`config.mk`:
```
export PLATFORM = sky130hd
export DESIGN_NAME = trade_history_recorder_flat
export DESIGN_NICKNAME = d
export VERILOG_FILES = /design/src/rtl/trade_history_recorder_pkg.sv /design/src/rtl/trade_history_recorder_if.sv /design/src/rtl/trade_ring_buffer.sv /design/src/rtl/trade_history_recorder.sv /design/src/flat_wrapper.sv
export SDC_FILE = /design/constraint.sdc
export NUM_CORES = 1
export LEC_CHECK = 0
export BUFFER_PORTS_ARGS = -buffer_cell sky130_fd_sc_hd__buf_4
export CORE_UTILIZATION = 35
export DETAILED_ROUTE_END_ITERATION = 6
export PLACE_DENSITY = 0.58
export SLEW_MARGIN = 30
export SYNTH_ARGS = -nofsm -noshare
export SYNTH_HDL_FRONTEND = slang
export SYNTH_SLANG_ARGS = --single-unit
```
`constraint.sdc`:
```
create_clock -name clk -period 3.94 [get_ports clk]
set_input_delay 0.788 -clock clk [delete_from_list [all_inputs] [get_ports clk]]
set_output_delay 0.788 -clock clk [all_outputs]
set_load 0.03 [all_outputs]
```
`src/rtl/trade_history_recorder_pkg.sv`:
```
// Shared constants and helpers for the trade history recorder.
// Price width, empty-book sentinels and a saturating counter increment.
package trade_pkg;

  localparam int unsigned PRICE_W = 8;
  localparam logic [PRICE_W-1:0] BID_EMPTY = 8'd0;
  localparam logic [PRICE_W-1:0] ASK_EMPTY = 8'hFF;

  // Increment v, holding at the all-ones value of a w-bit counter (w <= 32).
  function automatic logic [31:0] sat_inc(input logic [31:0] v, input int unsigned w);
    logic [31:0] max_v;
    max_v = (w >= 32) ? 32'hFFFF_FFFF : ((32'd1 << w) - 32'd1);
    return (v >= max_v) ? v : v + 32'd1;
  endfunction

endpackage

```
`src/rtl/trade_history_recorder_if.sv`:
```
// Bus between the matching engine / renderer side and the trade history recorder.
// Master drives engine inputs and read address; slave returns history and statistics.
interface trade_history_recorder_if
  import trade_pkg::*;
#(
  parameter int unsigned DEPTH = 64,
  parameter int unsigned CNT_W = 16
);
  localparam int unsigned AW = $clog2(DEPTH);

  logic               match_flag;
  logic [PRICE_W-1:0] trade_price;
  logic [PRICE_W-1:0] best_bid;
  logic [PRICE_W-1:0] best_ask;
  logic               sample_en;
  logic               freeze;
  logic               clear;
  logic [AW-1:0]      rd_addr;
  logic [PRICE_W-1:0] rd_data;
  logic               rd_valid;
  logic [AW:0]        fill;
  logic               trade_pulse;
  logic [CNT_W-1:0]   trade_count;
  logic [CNT_W-1:0]   drop_count;
  logic [PRICE_W-1:0] last_price;
  logic [PRICE_W-1:0] hi_price;
  logic [PRICE_W-1:0] lo_price;
  logic [PRICE_W-1:0] spread;

  modport master (
    output match_flag, trade_price, best_bid, best_ask, sample_en, freeze, clear, rd_addr,
    input  rd_data, rd_valid, fill, trade_pulse, trade_count, drop_count,
           last_price, hi_price, lo_price, spread
  );

  modport slave (
    input  match_flag, trade_price, best_bid, best_ask, sample_en, freeze, clear, rd_addr,
    output rd_data, rd_valid, fill, trade_pulse, trade_count, drop_count,
           last_price, hi_price, lo_price, spread
  );

endinterface

```
`src/rtl/trade_ring_buffer.sv`:
```
// Circular price history with age-indexed registered read (age 0 = newest).
// Storage is uncleared; fill masks stale entries after reset.
module trade_ring_buffer
  import trade_pkg::*;
#(
  parameter int unsigned DEPTH = 64
) (
  input  logic                     clk,
  input  logic                     reset,
  input  logic                     wr_en,
  input  logic [PRICE_W-1:0]       wr_data,
  input  logic [$clog2(DEPTH)-1:0] rd_addr,
  output logic [PRICE_W-1:0]       rd_data,
  output logic                     rd_valid,
  output logic [$clog2(DEPTH):0]   fill
);

  localparam int unsigned AW     = $clog2(DEPTH);
  localparam int unsigned FILL_W = AW + 1;

  logic [PRICE_W-1:0] mem [DEPTH];
  logic [AW-1:0]      wr_ptr;
  logic [AW-1:0]      phys_c;
  logic               hit_c;

  // Age to physical slot; uses pre-write pointer so same-edge reads see old state.
  always_comb begin
    phys_c = wr_ptr - AW'(1) - rd_addr;
    hit_c  = {1'b0, rd_addr} < fill;
  end

  always_ff @(posedge clk) begin
    if (wr_en && !reset) begin
      mem[wr_ptr] <= wr_data;
    end
  end

  always_ff @(posedge clk) begin
    if (reset) begin
      wr_ptr   <= '0;
      fill     <= '0;
      rd_data  <= '0;
      rd_valid <= 1'b0;
    end else begin
      if (wr_en) begin
        wr_ptr <= wr_ptr + AW'(1);
        if (fill != FILL_W'(DEPTH)) begin
          fill <= fill + FILL_W'(1);
        end
      end
      rd_valid <= hit_c;
      rd_data  <= hit_c ? mem[phys_c] : '0;
    end
  end

endmodule

```
`src/rtl/trade_history_recorder.sv`:
```
// Turns matching-engine matches into trade events, records them in a ring buffer
// and keeps session statistics plus the registered book spread.
module trade_history_recorder
  import trade_pkg::*;
#(
  parameter int unsigned DEPTH = 64,
  parameter int unsigned CNT_W = 16
) (
  input  logic                    clk,
  input  logic                    reset,
  trade_history_recorder_if.slave bus
);

  logic               prev_match;
  logic               clr_c;
  logic               event_c;
  logic               wr_en_c;
  logic [PRICE_W-1:0] spread_c;

  // A sustained match at an unchanged price is a single trade.
  always_comb begin
    clr_c    = reset | bus.clear;
    event_c  = bus.sample_en & bus.match_flag &
               (~prev_match | (bus.trade_price != bus.last_price));
    wr_en_c  = event_c & ~bus.freeze;
    spread_c = bus.best_ask - bus.best_bid;
    if ((bus.best_bid == BID_EMPTY) || (bus.best_ask == ASK_EMPTY) ||
        (bus.best_ask < bus.best_bid)) begin
      spread_c = 8'hFF;
    end
  end

  always_ff @(posedge clk) begin
    if (clr_c) begin
      prev_match      <= 1'b0;
      bus.trade_pulse <= 1'b0;
      bus.trade_count <= '0;
      bus.drop_count  <= '0;
      bus.last_price  <= '0;
      bus.hi_price    <= '0;
      bus.lo_price    <= 8'hFF;
      bus.spread      <= 8'hFF;
    end else begin
      bus.trade_pulse <= event_c;
      if (bus.sample_en) begin
        prev_match <= bus.match_flag;
        bus.spread <= spread_c;
      end
      if (event_c) begin
        bus.trade_count <= CNT_W'(sat_inc(32'(bus.trade_count), CNT_W));
        bus.last_price  <= bus.trade_price;
        if (bus.trade_price > bus.hi_price) bus.hi_price <= bus.trade_price;
        if (bus.trade_price < bus.lo_price) bus.lo_price <= bus.trade_price;
        if (bus.freeze) begin
          bus.drop_count <= CNT_W'(sat_inc(32'(bus.drop_count), CNT_W));
        end
      end
    end
  end

  trade_ring_buffer #(.DEPTH(DEPTH)) u_ring (
    .clk      (clk),
    .reset    (clr_c),
    .wr_en    (wr_en_c),
    .wr_data  (bus.trade_price),
    .rd_addr  (bus.rd_addr),
    .rd_data  (bus.rd_data),
    .rd_valid (bus.rd_valid),
    .fill     (bus.fill)
  );

endmodule

```
`src/flat_wrapper.sv`:
```
// flat-port wrapper written by rule: the top's interface ports become plain ports
module trade_history_recorder_flat import trade_pkg::*;
#(
  parameter int unsigned DEPTH = 64,
  parameter int unsigned CNT_W = 16
)
  (clk, reset, bus_match_flag, bus_trade_price, bus_best_bid, bus_best_ask, bus_sample_en, bus_freeze, bus_clear, bus_rd_addr, bus_rd_data, bus_rd_valid, bus_fill, bus_trade_pulse, bus_trade_count, bus_drop_count, bus_last_price, bus_hi_price, bus_lo_price, bus_spread);
  trade_history_recorder_if #(.DEPTH(DEPTH), .CNT_W(CNT_W)) bus_i ();
  input  logic clk;
  input  logic reset;
  input wire logic [$bits(bus_i.match_flag)-1:0] bus_match_flag;
  input wire logic [$bits(bus_i.trade_price)-1:0] bus_trade_price;
  input wire logic [$bits(bus_i.best_bid)-1:0] bus_best_bid;
  input wire logic [$bits(bus_i.best_ask)-1:0] bus_best_ask;
  input wire logic [$bits(bus_i.sample_en)-1:0] bus_sample_en;
  input wire logic [$bits(bus_i.freeze)-1:0] bus_freeze;
  input wire logic [$bits(bus_i.clear)-1:0] bus_clear;
  input wire logic [$bits(bus_i.rd_addr)-1:0] bus_rd_addr;
  output wire logic [$bits(bus_i.rd_data)-1:0] bus_rd_data;
  output wire logic [$bits(bus_i.rd_valid)-1:0] bus_rd_valid;
  output wire logic [$bits(bus_i.fill)-1:0] bus_fill;
  output wire logic [$bits(bus_i.trade_pulse)-1:0] bus_trade_pulse;
  output wire logic [$bits(bus_i.trade_count)-1:0] bus_trade_count;
  output wire logic [$bits(bus_i.drop_count)-1:0] bus_drop_count;
  output wire logic [$bits(bus_i.last_price)-1:0] bus_last_price;
  output wire logic [$bits(bus_i.hi_price)-1:0] bus_hi_price;
  output wire logic [$bits(bus_i.lo_price)-1:0] bus_lo_price;
  output wire logic [$bits(bus_i.spread)-1:0] bus_spread;
  assign bus_i.match_flag = bus_match_flag;
  assign bus_i.trade_price = bus_trade_price;
  assign bus_i.best_bid = bus_best_bid;
  assign bus_i.best_ask = bus_best_ask;
  assign bus_i.sample_en = bus_sample_en;
  assign bus_i.freeze = bus_freeze;
  assign bus_i.clear = bus_clear;
  assign bus_i.rd_addr = bus_rd_addr;
  assign bus_rd_data = bus_i.rd_data;
  assign bus_rd_valid = bus_i.rd_valid;
  assign bus_fill = bus_i.fill;
  assign bus_trade_pulse = bus_i.trade_pulse;
  assign bus_trade_count = bus_i.trade_count;
  assign bus_drop_count = bus_i.drop_count;
  assign bus_last_price = bus_i.last_price;
  assign bus_hi_price = bus_i.hi_price;
  assign bus_lo_price = bus_i.lo_price;
  assign bus_spread = bus_i.spread;
  trade_history_recorder #(.DEPTH(DEPTH), .CNT_W(CNT_W)) u_core (.clk(clk), .reset(reset), .bus(bus_i));
endmodule
```
# Word level (Yosys, flattened, before mapping)
# Memories as Yosys holds them, arrays and structs flattened. A register that Yosys moved wholly into a read port is not among the register bits.
# Cells that the tools add are included.
[totals]
ff_bits = 80
ram_bits = 512
inputBits = 36
output_inout_bits = 81
elab_cells = 52
memories = 1
[op_classes]
n_addsub = 7
magnitude_cmp = 6
eq_ne = 3
muxes = 3
bitwise_logic = 10
reduce_logical = 11
[mem_list]
columns = ["name", "depth", "width", "rd", "rd_clocked_by_memory_dff", "write_ports", "line", "source"]
rows = [
  ["u_core.u_ring.mem", 64, 8, 1, 1, 1, "trade_ring_buffer.sv:21", "logic [PRICE_W-1:0] mem [DEPTH];"],
]
[ops]
columns = ["op", "n"]
rows = [
  ["adder 16 x 1 -> 16 bit (second input constant)", 2],
  [">= comparator 16 bit (second input constant)", 2],
  ["less-than comparator 8 bit", 2],
  ["equality test 8 bit (second input constant)", 1],
  ["greater-than comparator 8 bit", 1],
  ["logical NOT 8 bit", 1],
  ["2-to-1 mux 8 bit", 1],
  ["!= test 8 bit", 1],
  ["AND reduction 2 bit", 4],
  ["subtractor 8 bit", 1],
  ["adder 7 x 1 -> 7 bit (second input constant)", 1],
  ["less-than comparator 6 x 7 -> 1 bit", 1],
  ["!= test 7 bit (second input constant)", 1],
  ["adder 6 x 1 -> 6 bit (second input constant)", 1],
  ["subtractor 6 x 1 -> 6 bit (second input constant)", 1],
  ["subtractor 6 bit", 1],
  ["NOT 1 bit", 5],
  ["bitwise AND 1 bit", 3],
  ["AND reduction 3 bit", 1],
  ["logical OR 1 bit", 2],
  ["2-to-1 mux 1 bit", 2],
  ["OR 1 bit", 2],
  ["OR reduction 2 bit", 1],
  ["logical AND 1 bit", 1],
  ["logical NOT 1 bit", 1],
]

# Depth between registers and ports, before layout
[logic_depth]
ltp_word = 7
ltp_mapped = 12
ltp_nobuf = 10

# Modules after synthesis
# From an unflattened synthesis, not the netlist that was laid out.
[unflattened]
cells_unflattened = 1560
area_unflattened_um2 = 24797.5
[by_module_without_submodules]
columns = ["module", "n_inst", "cells_per_inst", "area_each_um2", "seq_area_each_um2"]
rows = [
  ["trade_ring_buffer", 1, 1127, 21270.4, 15815.2],
  ["trade_history_recorder", 1, 433, 3527.1, 1321.3],
]

# Worst setup path after synthesis
# No wires, ideal clock.
[synth_timing]
path_kind = "input to register"
startpoint = "input port bus_rd_addr[0]"
endpoint = "register u_core.u_ring.rd_data[2], read port of u_core.u_ring.mem"
setup_ns = 0.123
t_arrival_ns = 3.075
t_required_ns = 3.817
setup_slack_ns = 0.742
stages = 10
path_buffers = 3
cell_sequence = "inv_1 ha_1 fa_1 buf_2 buf_2 buf_1 mux4_2 mux2_2 o211ai_1 o22ai_1"
[synth_via]
elab_chain_cells = 3
elab_cells_between_ends = 4
cone_classes = "1 x add/sub; 1 x order compare; 1 x bitwise; 1 x reduce/logical"
[synth_rtl]
columns = ["element", "line", "source"]
rows = [
  ["from (decl)", "flat_wrapper.sv:18", "input wire logic [$bits(bus_i.rd_addr)-1:0] bus_rd_addr;"],
  ["less-than comparator 6 x 7 -> 1 bit", "trade_ring_buffer.sv:29", "hit_c = {1'b0, rd_addr} < fill;"],
  ["NOT 1 bit (no source line)", "n/a", ""],
  ["OR reduction 2 bit (no source line)", "n/a", ""],
  ["to (decl)", "trade_ring_buffer.sv:13", "output logic [PRICE_W-1:0] rd_data,"],
]
# Several ways; a longest one is shown, not always the timed one.
# A chain may end at the register's enable or synchronous reset.

# Worst setup path in the final report
[layout_timing]
startpoint = "register u_core.u_ring.wr_ptr[0]"
endpoint = "register u_core.u_ring.rd_data[4], read port of u_core.u_ring.mem"
[layout_via]
elab_chain_cells = 2
[layout_rtl]
columns = ["element", "line", "source"]
rows = [
  ["from (decl)", "trade_ring_buffer.sv:22", "logic [AW-1:0] wr_ptr;"],
  ["from (signal assigned)", "trade_ring_buffer.sv:46", "wr_ptr <= wr_ptr + AW'(1);"],
  ["subtractor 6 x 1 -> 6 bit", "trade_ring_buffer.sv:28", "phys_c = wr_ptr - AW'(1) - rd_addr;"],
  ["subtractor 6 bit", "trade_ring_buffer.sv:28", ""],
]
# Every way passes these cells.

==> metrics.md <==
| Metric | Value |
|---|---|
| CTS Sinks | 600 |
| P&R area growth vs syn | 20.07% |
| Clock Skews | 0.02149 ns |
| Initial antenna violation count | 1 |
| IO Port Bufs | 116 |
| Clock Path Buffers | 3 |
| Tcrit/Tclk final | 84.21% |
| Fin crit period | 3.318 ns |
| Pre-CTS setup slack | 0.1145 ns |
| Placer Congestion | 0.7904 |
| HPWL Detailed | 39780 microns |
| CP max stage delay | 0.86 ns |
| Post-CTS sizing | 0 |
| Pin count of the biggest net entering global routing | 70 |
| Hold crit path type | reg -> reg |
| Relative slew slack | 41.91% |
| Clock transition at the registers of the reported paths | 0.06 ns |
| CP most frequent cell | mux2i_1 |
| # rows | 96 |
| Die Area | 0.07077 sq mm |
| Setup_tns | 0 ns |
| Starting Density | 35.45% |
| R2R Path End | u_core.u_ring.rd_data[4] |
| Max Slew Vio Count | 0 |
| NumNets Final | 1683 |
| Synth Cell Area | 0.02440 sq mm |
| Yosys reg bits | 600 |
| Total wire length | 60490 microns |
| TritonCTS clock tree | done |
| Average footprint of a synthesized cell | 17.78 sq um |
| Starting DRT DRC Count | 1051 |
| Pre-Repair DR Iteration Count | 5 |
| Cts bufs inserted | 67 |
| Residual DRC count | 0 |
| Post-CTS Hold Fix Bufs | 0 |
| Setup violations, final | 0 |
| R2r startpoint | u_core.u_ring.wr_ptr[0] |
| Yosys warnings | 0 |
| Die Width | 266.0 microns |
| Actual slew at the worst max-slew pin | 0.8682 ns |
| Storage element area | 0.01714 sq mm |
| Final Hold Fails | 0 |
| Distinct cell type count after synthesis | 53 |
| Min-delay src | u_core.prev_match |
| First-pass GRT wire length | 89760 microns |
| Final core utilization | 42.56% |
| DR WL/cell | 23.34 microns |
| Crit start category | register |
| DR vias/cell | 5.155 |
| R2R depth | 9 |
| P per Cell Area | 471.5 mW/mm^2 |
| Leak | 10.10 nW |
| Critical Path RT | 4.41 ns |
| Post-CTS Setup Inserts | 0 |
| Hold Path End | u_core.prev_match |
| Slowest CP cell | fa_4 |
| EDFF count, synth | 512 |
| Crit path buf inv count | 2 |
| Top FF cell, synth | edfxtp_1 |
| Cells after synthesis | 1372 |
| Die Height | 266.0 microns |
| Worst-path fanout max | 34 |
| Hold Crit Depth | 2 |
| Fill cells | 6061 |
| Crit-path cells | ha_4, fa_4, buf_12, buf_4, mux4_2, mux2i_1, mux2i_1, mux2i_1, o22ai_1 |
| Vias in the first global route | 13480 |
| Post-Syn Nets | 1448 |
| Multi-input logic area | 0.006864 sq mm |
| Setup ws final | 0.6220 ns |
| GRT Total Usage | 17.41% |
| Seq/Total Area, Yosys | 70.23% |
| ANT cells | 0 |
| Via count | 13360 |
| Status | finished clean |
| Cell family with most CP delay | adder cells |
| Skew-Pair Late Insertion Delay | 0.61 ns |
| Top Ports | 117 |
| Critical path arrival | 3.79 ns |
| Unrepaired setup endpoints after global routing | no |
| Worst setup path category | reg -> reg |
| Core box area | 0.06883 sq mm |
| Root Buffer Master | clkbuf_16 |
| Fmax | 301.4 MHz |
| Max Cap Viol | 0 |
| Async set-reset flop share out of synthesis | 0% |
| Flop-to-flop setup slack | 0.62 ns |
| CTS H-tree lvls | 3 |
| Fraction of layout cells with a size suffix above 1 | 28.54% |
| Maximum VDD drop | 0.0002731 V |
| Total global routing overflow | 0 |
| Crit. End Element | register |
| CP Launch Point | u_core.u_ring.wr_ptr[0] |
| Antenna Nets Post-Route | 0 |
==> logic make-up after synthesis <==
group                      synth area share (%)
DFF                                       70.23
and+or+nand+nor                           5.066
muxes                                     16.43
buffers and inverters                     1.856
AOI/OAI and AO/OA                         2.400
xor gates and xnor gates                  1.902
adders and majority gates                 2.113
==> final cells by class <==
| type | instances | share of cell area [%] |
|---|---|---|
| Tap cell | 931 | 3.976 |
| Inverter | 46 | 0.5894 |
| Clock inverter | 33 | 0.9951 |
| Clock buffer | 90 | 6.227 |
| Timing Repair Buffer | 222 | 6.287 |
| Multi-Input combinational cell | 670 | 23.43 |
| Sequential cell | 600 | 58.49 |
==> synthesized netlist by cell type, drive strengths merged, types with 9 or more instances <==
library cell,count,area share (%)
mux2i,81,3.3
xor2,30,1.1
edfxtp,512,63
clkbuf,21,0.32
nand4,15,0.38
nand3,21,0.43
nor3,10,0.21
xnor2,23,0.83
a21o,9,0.28
ha,38,1.9
buf,35,0.83
inv,46,0.71
o21ai,13,0.28
a211oi,10,0.31
a21oi,16,0.33
mux4,141,13
o22ai,9,0.23
nand2,43,0.66
dfxtp,88,7.2
nor2,132,2.0
==> how the worst max path moves through the flow <==
stage                               end  depth (start not counted)
3_3_place_gp   u_core.u_ring.rd_data[4]                         11
6_report       u_core.u_ring.rd_data[4]                          9
2_1_floorplan  u_core.u_ring.rd_data[2]                         10
3_5_place_dp   u_core.u_ring.rd_data[4]                         11
5_1_grt        u_core.u_ring.rd_data[0]                         12
4_1_cts        u_core.u_ring.rd_data[4]                          9
==> tightest hold or removal path: stages (launching register included) <==
cell	delay, ns
dfxtp_1	0.31
nand2b_1	0.07
a21oi_1	0.06
==> flip-flops by register name (all words and copies together), names as in the netlist <==
name and flops:
u_core.u_ring.mem 512, u_core.bus.drop_count 16, u_core.bus.trade_count 16, u_core.bus.hi_price 8, u_core.bus.last_price 8, u_core.bus.lo_price 8, u_core.bus.spread 8, u_core.u_ring.rd_data 8
u_core.u_ring.fill 7, u_core.u_ring.wr_ptr 6, u_core.bus.trade_pulse 1, u_core.prev_match 1, u_core.u_ring.rd_valid 1
==> per-stage QoR <==
stage	instance area, sq um	power (mW)	cells	hold WS (ns)
floorplan	24400	7.553	1372	0.4497
global placement	27180	7.927	2469	0.4601
detailed placement	27180	7.937	2469	0.4740
CTS	29300	13.97	2592	0.4476
global route	29300	14.24	2592	0.4677
finish	29300	13.81	2592	0.4806
==> cell usage in the layout (no fill, tap or decap), types with 21 or more instances in the layout <==
cell       Yosys  routed
xor2_1        30      29
nor2_1       131     131
mux4_2       141     141
nand3_1       21      21
dfxtp_1       88      88
clkbuf_16      0      68
nand2_1       43      43
ha_1          38      37
mux2i_1       81      81
edfxtp_1     512     512
buf_4         12     208
inv_1         46      46
xnor2_1       23      21
==> power breakdown <==
group          total [mW]  switching, mW  internal (mW)
Clock                6.02           2.49           3.54
Combinational       0.880          0.501          0.379
Sequential           6.91         0.0125           6.90
==> routing by layer <==
metal,vias up,track usage (%),wire [microns]
li1,5877,-,-
met1,6979,24.92,26630
met2,419,26.77,28460
met3,87,3.900,4218
met4,0,4.598,1192
met5,-,0,0
(Power assumes the default switching activity.)
